### config.mk
export PLATFORM = sky130hd
export DESIGN_NAME = controlador_ticks
export DESIGN_NICKNAME = d
export VERILOG_FILES = /design/src/rtl/pkg_ticks.sv /design/src/rtl/sincronizador_borda.sv /design/src/rtl/controlador_ticks.sv
export SDC_FILE = /design/constraint.sdc
export NUM_CORES = 1
export LEC_CHECK = 0
export CORE_AREA = 2 2 135 137
export DETAILED_ROUTE_END_ITERATION = 10
export DIE_AREA = 0 0 137 139
export PLACE_DENSITY = 0.7
export SYNTH_ARGS = -nofsm -noshare
export SYNTH_HDL_FRONTEND = slang
export SYNTH_SLANG_ARGS = --single-unit
### constraint.sdc
create_clock -name clock_in -period 2.5 [get_ports clock_in]
set_input_delay 0.75 -clock clock_in [delete_from_list [all_inputs] [get_ports clock_in]]
set_output_delay 0.75 -clock clock_in [all_outputs]
set_load 0.005 [all_outputs]
### src/rtl/pkg_ticks.sv
// Shared constants, state encodings and the configuration payload for the
// tick controller.
package pkg_ticks;

  localparam int unsigned LARGURA_DIV    = 21;
  localparam int unsigned NUM_CANAIS     = 4;
  localparam int unsigned LARGURA_CONT   = 8;
  localparam int unsigned ATRASO_PARTIDA = 3;
  localparam int unsigned LARGURA_CANAL  = $clog2(NUM_CANAIS);
  localparam int unsigned LARGURA_TAP    = $clog2(LARGURA_DIV);

  typedef enum logic {OCIOSO = 1'b0, APLICANDO = 1'b1} estado_cfg_t;
  typedef enum logic {DESLIGADO = 1'b0, CONTANDO = 1'b1} estado_canal_t;
  typedef enum logic {PERIODICO = 1'b0, UNICO = 1'b1} modo_t;

  // Latched configuration request.
  typedef struct packed {
    logic [LARGURA_CANAL-1:0] canal;
    logic [LARGURA_TAP-1:0]   tap;
    logic [LARGURA_CONT-1:0]  periodo;
    modo_t                    modo;
    logic                     ativar;
  } cfg_t;

  // Deactivation is always accepted; activation needs a real tap and a
  // non-zero period.
  function automatic logic cfg_invalida(cfg_t c);
    return c.ativar && ((c.tap >= LARGURA_TAP'(LARGURA_DIV)) ||
                        (c.periodo == '0));
  endfunction

endpackage

### src/rtl/sincronizador_borda.sv
// Two-flop synchronizer + edge register for asynchronous divider taps.
// Ports: clk, rst_n (async, active low), dado_i (asynchronous taps),
//        borda_o (registered one-cycle rising-edge flags).
// Edges are held off for ATRASO_PARTIDA clocks after reset release.
module sincronizador_borda
  import pkg_ticks::*;
#(
  parameter int unsigned LARGURA = LARGURA_DIV
) (
  input  logic               clk,
  input  logic               rst_n,
  input  logic [LARGURA-1:0] dado_i,
  output logic [LARGURA-1:0] borda_o
);

  localparam int unsigned LARGURA_ATRASO = $clog2(ATRASO_PARTIDA + 1);

  logic [LARGURA-1:0]        s1_q, s2_q, prev_q, borda_q;
  logic [LARGURA_ATRASO-1:0] atraso_q;
  logic                      liberado;

  assign liberado = (atraso_q == LARGURA_ATRASO'(ATRASO_PARTIDA));
  assign borda_o  = borda_q;

  // Sync chain, previous-value register and startup hold-off counter.
  always_ff @(posedge clk or negedge rst_n) begin
    if (!rst_n) begin
      s1_q     <= '0;
      s2_q     <= '0;
      prev_q   <= '0;
      borda_q  <= '0;
      atraso_q <= '0;
    end else begin
      s1_q    <= dado_i;
      s2_q    <= s1_q;
      prev_q  <= s2_q;
      borda_q <= liberado ? (s2_q & ~prev_q) : '0;
      if (!liberado) atraso_q <= atraso_q + 1'b1;
    end
  end

endmodule

### src/rtl/controlador_ticks.sv
// Converts ripple-divider taps into single-cycle tick enables in the
// clock_in domain, with NUM_CANAIS independently configured channels.
// Ports: clock_in, reset_n (async, active low), divisor_taps (async taps),
//        cfg_valid/cfg_ready handshake with cfg_canal, cfg_tap, cfg_periodo,
//        cfg_modo, cfg_ativar; tick/ocupado per channel; erro_cfg pulse.
module controlador_ticks
  import pkg_ticks::*;
(
  input  logic                     clock_in,
  input  logic                     reset_n,
  input  logic [LARGURA_DIV-1:0]   divisor_taps,
  input  logic                     cfg_valid,
  output logic                     cfg_ready,
  input  logic [LARGURA_CANAL-1:0] cfg_canal,
  input  logic [LARGURA_TAP-1:0]   cfg_tap,
  input  logic [LARGURA_CONT-1:0]  cfg_periodo,
  input  logic                     cfg_modo,
  input  logic                     cfg_ativar,
  output logic [NUM_CANAIS-1:0]    tick,
  output logic [NUM_CANAIS-1:0]    ocupado,
  output logic                     erro_cfg
);

  logic [LARGURA_DIV-1:0] borda;

  sincronizador_borda #(.LARGURA(LARGURA_DIV)) u_sinc (
    .clk     (clock_in),
    .rst_n   (reset_n),
    .dado_i  (divisor_taps),
    .borda_o (borda)
  );

  // Configuration port: accept in OCIOSO, validate and write in APLICANDO.
  estado_cfg_t estado_q, estado_d;
  cfg_t        cfg_q, cfg_d;
  logic        erro_q, erro_d;
  logic        escrita;

  always_comb begin
    estado_d = estado_q;
    cfg_d    = cfg_q;
    erro_d   = 1'b0;
    escrita  = 1'b0;
    unique case (estado_q)
      OCIOSO: begin
        if (cfg_valid) begin
          cfg_d.canal   = cfg_canal;
          cfg_d.tap     = cfg_tap;
          cfg_d.periodo = cfg_periodo;
          cfg_d.modo    = modo_t'(cfg_modo);
          cfg_d.ativar  = cfg_ativar;
          estado_d      = APLICANDO;
        end
      end
      APLICANDO: begin
        erro_d   = cfg_invalida(cfg_q);
        escrita  = ~cfg_invalida(cfg_q);
        estado_d = OCIOSO;
      end
    endcase
  end

  always_ff @(posedge clock_in or negedge reset_n) begin
    if (!reset_n) begin
      estado_q <= OCIOSO;
      cfg_q    <= '0;
      erro_q   <= 1'b0;
    end else begin
      estado_q <= estado_d;
      cfg_q    <= cfg_d;
      erro_q   <= erro_d;
    end
  end

  assign cfg_ready = (estado_q == OCIOSO);
  assign erro_cfg  = erro_q;

  // One down-counting channel per tick output.
  for (genvar c = 0; c < NUM_CANAIS; c++) begin : g_canal
    estado_canal_t           est_q, est_d;
    logic [LARGURA_TAP-1:0]  tap_q, tap_d;
    modo_t                   modo_q, modo_d;
    logic [LARGURA_CONT-1:0] per_q, per_d, cont_q, cont_d;
    logic                    tick_q, tick_d;
    logic                    alvo;

    assign alvo = escrita && (cfg_q.canal == LARGURA_CANAL'(c));

    // A write to this channel takes priority over a same-cycle tap edge.
    always_comb begin
      est_d  = est_q;
      tap_d  = tap_q;
      modo_d = modo_q;
      per_d  = per_q;
      cont_d = cont_q;
      tick_d = 1'b0;
      if (alvo) begin
        if (cfg_q.ativar) begin
          est_d  = CONTANDO;
          tap_d  = cfg_q.tap;
          modo_d = cfg_q.modo;
          per_d  = cfg_q.periodo;
          cont_d = cfg_q.periodo;
        end else begin
          est_d  = DESLIGADO;
          cont_d = '0;
        end
      end else if ((est_q == CONTANDO) && borda[tap_q]) begin
        if (cont_q == LARGURA_CONT'(1)) begin
          tick_d = 1'b1;
          if (modo_q == UNICO) begin
            est_d  = DESLIGADO;
            cont_d = '0;
          end else begin
            cont_d = per_q;
          end
        end else begin
          cont_d = cont_q - 1'b1;
        end
      end
    end

    always_ff @(posedge clock_in or negedge reset_n) begin
      if (!reset_n) begin
        est_q  <= DESLIGADO;
        tap_q  <= '0;
        modo_q <= PERIODICO;
        per_q  <= '0;
        cont_q <= '0;
        tick_q <= 1'b0;
      end else begin
        est_q  <= est_d;
        tap_q  <= tap_d;
        modo_q <= modo_d;
        per_q  <= per_d;
        cont_q <= cont_d;
        tick_q <= tick_d;
      end
    end

    assign tick[c]    = tick_q;
    assign ocupado[c] = (est_q == CONTANDO);
  end

endmodule

-- Word-level counts from Yosys, hierarchy flattened
Index checks and enable logic that the tools add are counted.
- magnitude comparators: 5
- bitwise operators: 4
- add/subtract/negate cells: 5
- $mul: 0
- multiplexer cells: 59
- reduce and logical (&&, ||, !) cells: 33
- shifts and indexed selects: 0
- equality and inequality tests: 8
- div/mod/pow operators: 0
- operator list (cell ; count):
    $mux 8 ; 17
    $mux 1 ; 36
    $eq 8x1->1 const B ; 4
    $sub 8x1->8 const B ; 4
    $lt 5x6->1 const B ; 4
    $reduce_bool 2->1 ; 12
    $and 21x21->21 ; 1
    $mux 21 ; 1
    $not 21->21 ; 1
    $bmux 1 s5 ; 4
    $reduce_and 3->1 ; 4
    $reduce_and 2->1 ; 5
    $logic_and 1x1->1 ; 9
    $logic_not 8->1 ; 1
    $eq 2x2->1 const B ; 3
    $ge 5x5->1 const B ; 1
    $add 2x1->2 const B ; 1
    $eq 2x1->1 const B ; 1
    $logic_not 2->1 ; 1
    $not 1->1 ; 2
    $pmux 1 s2 ; 1
    $logic_or 1x1->1 ; 1
- ROM bits: 0
- memories kept: 0
- latch bits: 0
- logic and storage cells: 150
- bits in registers: 201
- output and inout bits: 10
- memory bits (writable): 0

-- Depth between registers and ports, before layout
Gate-level depths: netlist of the first run.
- depth after elaboration: 8
- gate-level depth with buffers: 9

-- Modules after synthesis
From an unflattened synthesis of the first run, not the netlist that was laid out.
- cells, all modules: 769
- area, all modules: 8918.6 sq um
- modules (own cells, without submodules) (module ; cells an instance ; instances ; seq. area each (sq um) ; area an instance (sq um)):
    controlador_ticks ; 656 ; 1 ; 2877.8 ; 6513.7
    sincronizador_borda ; 113 ; 1 ; 2152.1 ; 2404.8

-- Least setup slack after synthesis of the first run
OpenSTA, ideal clock, no wires.
- path type: reg-to-reg
- start: reg g_canal[3].tap_q[0]
- end: reg g_canal[3].cont_q[5]
- cell stages (with the launch flop): 8
- library setup time: 0.121 ns
- clock period less this slack: 2.177 ns
- setup slack: 0.323 ns
- data arrival time: 2.056 ns
- path buffers: 1
- cell sequence: dfrtp_1 -> buf_6 -> mux4_1 -> mux2_2 -> o31ai_2 -> a311o_2 -> mux2_1 -> a22o_1
- word-level cells in the longest chain between the ends: 4
- ends and longest elaborated chain (element ; line ; RTL):
    from (decl) ; controlador_ticks.sv:81 ; logic [LARGURA_TAP-1:0] tap_q, tap_d;
    from (signal assigned) ; controlador_ticks.sv:133 ; tap_q <= tap_d;
    $bmux 1 s5 ; controlador_ticks.sv:108 ; end else if ((est_q == CONTANDO) && borda[tap_q]) begin
    $mux 1 (not written as such) ; controlador_ticks.sv:108 ;
    $logic_and 1x1->1 ; controlador_ticks.sv:108 ;
    $reduce_bool 2->1 (no line) ; - ;
    to (signal assigned) ; controlador_ticks.sv:136 ; cont_q <= cont_d;
    to (decl) ; controlador_ticks.sv:83 ; logic [LARGURA_CONT-1:0] per_q, per_d, cont_q, cont_d;
Every way passes these cells. The select of a mux whose other input is x is not followed.
A chain may end at the register's enable or synchronous reset.

-- Final worst setup path of the first run
- start: reg estado_q
- end: out cfg_ready
- word-level cells in the longest chain between the ends: 1
- ends and longest elaborated chain (element ; line ; RTL):
    from (decl) ; controlador_ticks.sv:34 ; estado_cfg_t estado_q, estado_d;
    from (signal assigned) ; controlador_ticks.sv:69 ; estado_q <= estado_d;
    $not 1->1 (no line) ; - ;
    to (decl) ; controlador_ticks.sv:13 ; output logic cfg_ready,
Every way passes these cells.

==> results.cfg, run 1 <==
[clock_tree]
clock_latency_ps = 510
cts.htree.levels = 1
ctsRootBufferMaster = sky130_fd_sc_hd__clkbuf_16
max-clock-path-buffers = 3
cts_inserted_buffers = 22
clk_pin_slew_ps = 60
cts_sinks = 201
tritoncts = built
ctsHoldBuffers = 0

[final_layout]
diodes = 0
design.final.nets = 846
area.growth.synth_to_final_pct = 17.2
total_area_of_multi_input_combinational_cells_mm2 = 0.00357
layout.filler_cells = 1413
layout.area.seq_mm2 = 0.00503
share_of_cells_above_drive_strength_1 = 0.179

[grt]
grt_ovf = 0
grt_start_max_net_pins = 64
grt_pass1_wl_mm = 32.9
first_global_vias = 6131
grt_antenna_before_repair = 0
groute.usage.overall = 0.219

[setup_path]
reg2reg_depth = 7
r2r_slack_ps = 180
worst_ep_arrival_time_ps = 1650
cp_max_fo = 6
crit_path_end_kind = primary output
timing.rr.end = g_canal[2].tap_q[1]
timing.setup.critical_path_class = flip-flop to primary output
critPathLaunchType = flip-flop
data_required_time_at_the_worst_endpoint_ps = 1750
rr_startpoint = cfg_q[10]

[yosys]
synthSimpleGateAreaFrac = 0.136
synth.cell_area_mm2 = 0.00896
ys_async_sr_fraction = 1.00
number_of_flops_mapped_to_enable_cells_by_yosys = 0
post_synthesis_adder_cell_area_fraction = 0.0126
synthesis.area_per_instance_um2 = 12.2
gate_count_of_the_mapped_netlist = 734
yosys.cell_types.count = 65
synth_register_bits = 201
synthesis.yosys.warnings = 0
synth_mux_area_frac = 0.116
fraction_of_synthesized_cell_area_in_xor_and_xnor_cells = 0.0196
syn-num-nets = 784
ys_dominant_reg_cell = sky130_fd_sc_hd__dfrtp_1
combinational_family_with_the_most_area_after_synthesis = simple AND/OR/NAND/NOR gates
synth_compound_gate_area_share = 0.114
synth.yosys.seq_area_share = 0.562

[power]
internal_power_mw = 7.89
ir_worst_vdd_v = 0.000593
p_leak_nw = 4.64
power.share.clock = 0.276
powerDensity_mw_per_mm2 = 1120
seqPwrFrac = 0.434
power_switching_share = 0.327
combinationalPowerShare = 0.290
power.net_switching_mw = 3.83

[flow_run]
cap_viol_max_count = 0

[min_path]
min-delay-path-class = primary input to async pin

[placed_design]
place_hpwl_mm = 13.8
numPortBuffers = 50
globalplace.congestion = 0.915
place_ws_ps = 228

[die]
number_of_top_level_pins = 51
std_cell_rows = 49
core-area_mm2 = 0.0177
die_w_um = 137
die-area_mm2 = 0.0190
initial_core_util = 0.507
die_height_um = 139

[routing]
antenna_violating_nets_post_route = 0
dr.first_iter.drc_count = 499
wl_per_cell_um = 19.1
totalWireLength_mm = 19.8
detail_route.drc_violations = 0
avgViaCountPerCell = 5.78
routed-via-count = 6007
first_pass_iters = 5

[timing]
finalSetupViolCount = 0
timing.max_slew.rel_slack = 0.583
finClkSkew_ps = 20.5
post-route-worst-setup-slack_ps = 102
worst_slew_pin_slew_ps = 626
hold_viol_final = 0
maxSlewViolCount = 0
maxClockFrequency_mhz = 417
fin_setup_tns_ps = 0
fin_crit_sh = 0.959
finalCriticalPeriod_ps = 2400
rsz0062_at_grt = no

[outcome]
status = finished clean
[critical path: stages, from the launching register on]
cell and delay, ps:
sky130_fd_sc_hd__dfrtp_1 460, sky130_fd_sc_hd__inv_2 160, sky130_fd_sc_hd__clkdlybuf4s50_1 540
[power groups by stage]
stage          Clock [mW]  Sequential, mW  Combinational, mW
2_1_floorplan           0            4.68               2.88
4_1_cts              3.30            5.06               3.41
3_5_place_dp            0            5.10               3.39
3_3_place_gp            0            5.06               3.29
6_report             3.24            5.08               3.40
5_1_grt              3.46            5.21               3.77
[cells in the mapped netlist, types with 9 or more instances]
library cell                number  area (um^2)
sky130_fd_sc_hd__buf_2          12         60.1
sky130_fd_sc_hd__buf_4          11         82.6
sky130_fd_sc_hd__nor3_1          9         45.0
sky130_fd_sc_hd__ha_1            9          113
sky130_fd_sc_hd__inv_1          25         93.8
sky130_fd_sc_hd__xnor2_1        10         87.6
sky130_fd_sc_hd__clkbuf_1       16         60.1
sky130_fd_sc_hd__dfrtp_1       201         5030
sky130_fd_sc_hd__nand2_1        80          300
sky130_fd_sc_hd__mux4_2         13          293
sky130_fd_sc_hd__nor2_1         30          113
sky130_fd_sc_hd__a21oi_1        19         95.1
sky130_fd_sc_hd__o21ai_0        38          190
sky130_fd_sc_hd__mux2_2         36          405
sky130_fd_sc_hd__o2bb2ai_1      18          158
sky130_fd_sc_hd__o22ai_1        11         68.8
sky130_fd_sc_hd__mux2i_1        22          220
sky130_fd_sc_hd__nand3b_1       21          158
sky130_fd_sc_hd__and3b_1        21          184
sky130_fd_sc_hd__xor2_1         10         87.6
[layout make-up]
type,instances,share of cell area
Sequential cell,201,0.479
Multi-Input combinational cell,464,0.340
Timing Repair Buffer,82,0.0745
Clock buffer,29,0.0597
Tap cell,229,0.0273
Clock inverter,9,0.0101
Inverter,25,0.00894
[kinds of logic (layout without fill, tap and decap cells)]
kind of cell / count (synthesis) / after routing
AOI/OAI and AO/OA: 144 / 144
xor gates and xnor gates: 20 / 20
adders and majority gates: 9 / 9
buffers and inverters: 69 / 145
DFF: 201 / 201
muxes: 76 / 76
and+or+nand+nor: 215 / 215
[what timing repair did]
item,CTS,global route
resized for setup,0,1
endpoints found under the setup margin,0,1
buffers inserted,0,0
[worst max-delay path by stage]
stage,to,start,depth (start not counted)
after floorplan,g_canal[3].cont_q[5],g_canal[3].tap_q[0],7
after global placement,g_canal[3].cont_q[6],cfg_q[10],6
after detailed placement,g_canal[2].cont_q[2],g_canal[2].tap_q[0],6
after CTS,cfg_ready,estado_q,2
after global routing,cfg_ready,estado_q,2
final,cfg_ready,estado_q,2
[flip-flops by register name (all words and copies together) (netlist names)]
register         cells
u_sinc.atraso_q      2
g_canal.est_q        4
u_sinc.borda_o      21
u_sinc.s1_q         21
cfg_q               17
g_canal.modo_q       4
estado_q             1
g_canal.per_q       32
g_canal.tick_q       4
u_sinc.s2_q         21
u_sinc.prev_q       21
erro_cfg             1
g_canal.tap_q       20
g_canal.cont_q      32
[metrics by stage]
stage	std cells	power (mW)	util	hold slack (ps)	instance area [um^2]
CTS	1039	11.8	0.594	173	10500
finish	1039	11.7	0.594	184	10500
floorplan	734	7.57	-	331	8960
detailed placement	1001	8.49	0.553	335	9760
global route	1039	12.4	0.594	192	10500
global placement	1001	8.35	0.553	331	9760
[metal layers]
metal  share of wire  track usage  vias up
met2            0.49        0.354      191
li1                -            -     2762
met1            0.43        0.302     3005
met3           0.053       0.0336       49
met5               0            0        -
met4           0.033       0.0798        0
[cell usage in the layout (no fill, tap or decap), types with 18 or more instances in the layout]
master                            netlist  layout
sky130_fd_sc_hd__dfrtp_1              201     201
sky130_fd_sc_hd__nand2_1               80      80
sky130_fd_sc_hd__clkdlybuf4s50_1        0      49
sky130_fd_sc_hd__o21ai_0               38      38
sky130_fd_sc_hd__mux2_2                36      36
sky130_fd_sc_hd__nor2_1                30      30
sky130_fd_sc_hd__buf_4                 11      29
sky130_fd_sc_hd__inv_1                 25      24
sky130_fd_sc_hd__mux2i_1               22      22
sky130_fd_sc_hd__clkbuf_16              0      22
sky130_fd_sc_hd__and3b_1               21      21
sky130_fd_sc_hd__nand3b_1              21      21
sky130_fd_sc_hd__a21oi_1               19      19
sky130_fd_sc_hd__o2bb2ai_1             18      18
Power figures use the tool's default switching activity.
==> run 2: changes to the inputs <==
CAP_MARGIN = 20   (was unset)
CTS_CLUSTER_SIZE = 12   (was unset)
==> run 2 against run 1 <==
Clock power decreased by 9.3%. Total power decreased by 2.5%. Cell area fell by 0.73%. Worst setup slack got worse by 3.3 ps. Via count about the same. Non-clock buffer count stayed put. Global-route usage fell by 0.12 points. Cell count is 0.38% lower. Maximum frequency fell by 0.14%. Critical endpoint unchanged.
==> results.cfg, run 2 (synthesized netlist as in run 1, its figures left out) <==
[final_layout]
layout.cells.most_common = sky130_fd_sc_hd__dfrtp_1
mostFrequentLayoutCells = sky130_fd_sc_hd__dfrtp_1 (201), sky130_fd_sc_hd__nand2_1 (80), sky130_fd_sc_hd__clkdlybuf4s50_1 (49), sky130_fd_sc_hd__o21ai_0 (38), sky130_fd_sc_hd__mux2_2 (36)
share_of_cells_above_drive_strength_1 = 0.175
layout.filler_cells = 1402
finish.instance_area_mm2 = 0.0104
area.growth.synth_to_final_pct = 16.3
finalNonFillerCells = 1035
registers_with_the_most_flip_flops = g_canal.cont_q x32, g_canal.per_q x32
final_core_util = 0.590
design.final.nets = 846
diodes = 0

[placed_design]
dpl-instance-area_mm2 = 0.00976
place_ws_ps = 228
numPortBuffers = 50
place_hpwl_mm = 13.8
globalplace.congestion = 0.915
dp_cells = 1001

[grt]
grt_antenna_before_repair = 0
grt_ovf = 0
grt_start_max_net_pins = 64
grt_pass1_wl_mm = 32.8
groute.usage.overall = 0.218
first_global_vias = 6108

[timing]
hold_viol_final = 0
finClkSkew_ps = 18.0
holdWs_ps = 186
post-route-worst-setup-slack_ps = 98.7
worst_slew_pin_slew_ps = 613
fin_setup_tns_ps = 0
timing.max_slew.rel_slack = 0.592
maxSlewViolCount = 0
finalCriticalPeriod_ps = 2400
maxClockFrequency_mhz = 416
rsz0062_at_grt = no
fin_crit_sh = 0.961
finalSetupViolCount = 0

[setup_path]
cp_max_fo = 6
data_required_time_at_the_worst_endpoint_ps = 1750
critPathLaunchType = flip-flop
timing.setup.critical_path_class = flip-flop to primary output
worst_ep_arrival_time_ps = 1650
crit_path_end_kind = primary output

[flow_run]
cap_viol_max_count = 0

[die]
initial_core_util = 0.507
die_w_um = 137
core-area_mm2 = 0.0177
number_of_top_level_pins = 51
die_height_um = 139
die-area_mm2 = 0.0190
std_cell_rows = 49

[routing]
wl_per_cell_um = 19.1
avgViaCountPerCell = 5.80
first_pass_iters = 5
detail_route.drc_violations = 0
antenna_violating_nets_post_route = 0
dr.first_iter.drc_count = 556
totalWireLength_mm = 19.8
routed-via-count = 6005

[clock_tree]
cts_sinks = 201
clock_latency_ps = 510
ctsRootBufferMaster = sky130_fd_sc_hd__clkbuf_16
cts_inserted_buffers = 22
ctsHoldBuffers = 0
max-clock-path-buffers = 3
cts.htree.levels = 1
tritoncts = built
clk_pin_slew_ps = 60

[power]
report.power.total_mw = 11.4
powerDensity_mw_per_mm2 = 1100
ir_worst_vdd_v = 0.000587
p_leak_nw = 4.59

[min_path]
min-delay-path-class = primary input to async pin

[outcome]
status = finished clean
-- run 2: path summary, 6_finish.rpt --
kind	slack [ps]	start	end	cells after the start
worst min-delay path	190	reset_n	g_canal[1].cont_q[4]	1
min in group clock_in	350	u_sinc.s1_q[7]	u_sinc.s2_q[7]	0
worst min register to register	350	u_sinc.s1_q[7]	u_sinc.s2_q[7]	0
worst max-delay path	100	estado_q	cfg_ready	2
worst max register to register	190	cfg_q[10]	g_canal[2].tap_q[1]	7
max in group asynchronous	1600	reset_n	g_canal[2].cont_q[3]	2
-- run 2: layer usage --
metal | vias to the layer above | part of all wire | track usage
met5 | - | 0 | 0
met4 | 0 | 0.026 | 0.0624
met3 | 39 | 0.050 | 0.0358
met2 | 186 | 0.50 | 0.356
met1 | 3016 | 0.43 | 0.303
li1 | 2764 | - | -
-- run 2: power by group --
part / switching [mW] / leakage (nW) / internal, mW / total (mW)
clock network: 1.22 / 0.325 / 1.72 / 2.94
logic: 1.57 / 1.81 / 1.84 / 3.41
registers: 1.00 / 2.46 / 4.08 / 5.08
-- run 2: repair_timing --
item / in CTS / in global routing
endpoints found under the setup margin: 0 / 1
gates resized for setup: 0 / 1
setup buffers: 0 / 0
-- run 2: critical path: stages (launching register included) --
cell,delay (ps)
sky130_fd_sc_hd__dfrtp_1,460
sky130_fd_sc_hd__inv_2,160
sky130_fd_sc_hd__clkdlybuf4s50_1,540
-- run 2: cell type report --
cell class	count	area (um^2)	area share
repair buffers	82	782	0.0751
multi-input cells	464	3570	0.343
flip-flops and latches	201	5030	0.483
inverters	25	93.8	0.00901
clock buffers	28	613	0.0588
well taps	229	287	0.0275
clock inverters	6	43.8	0.00420
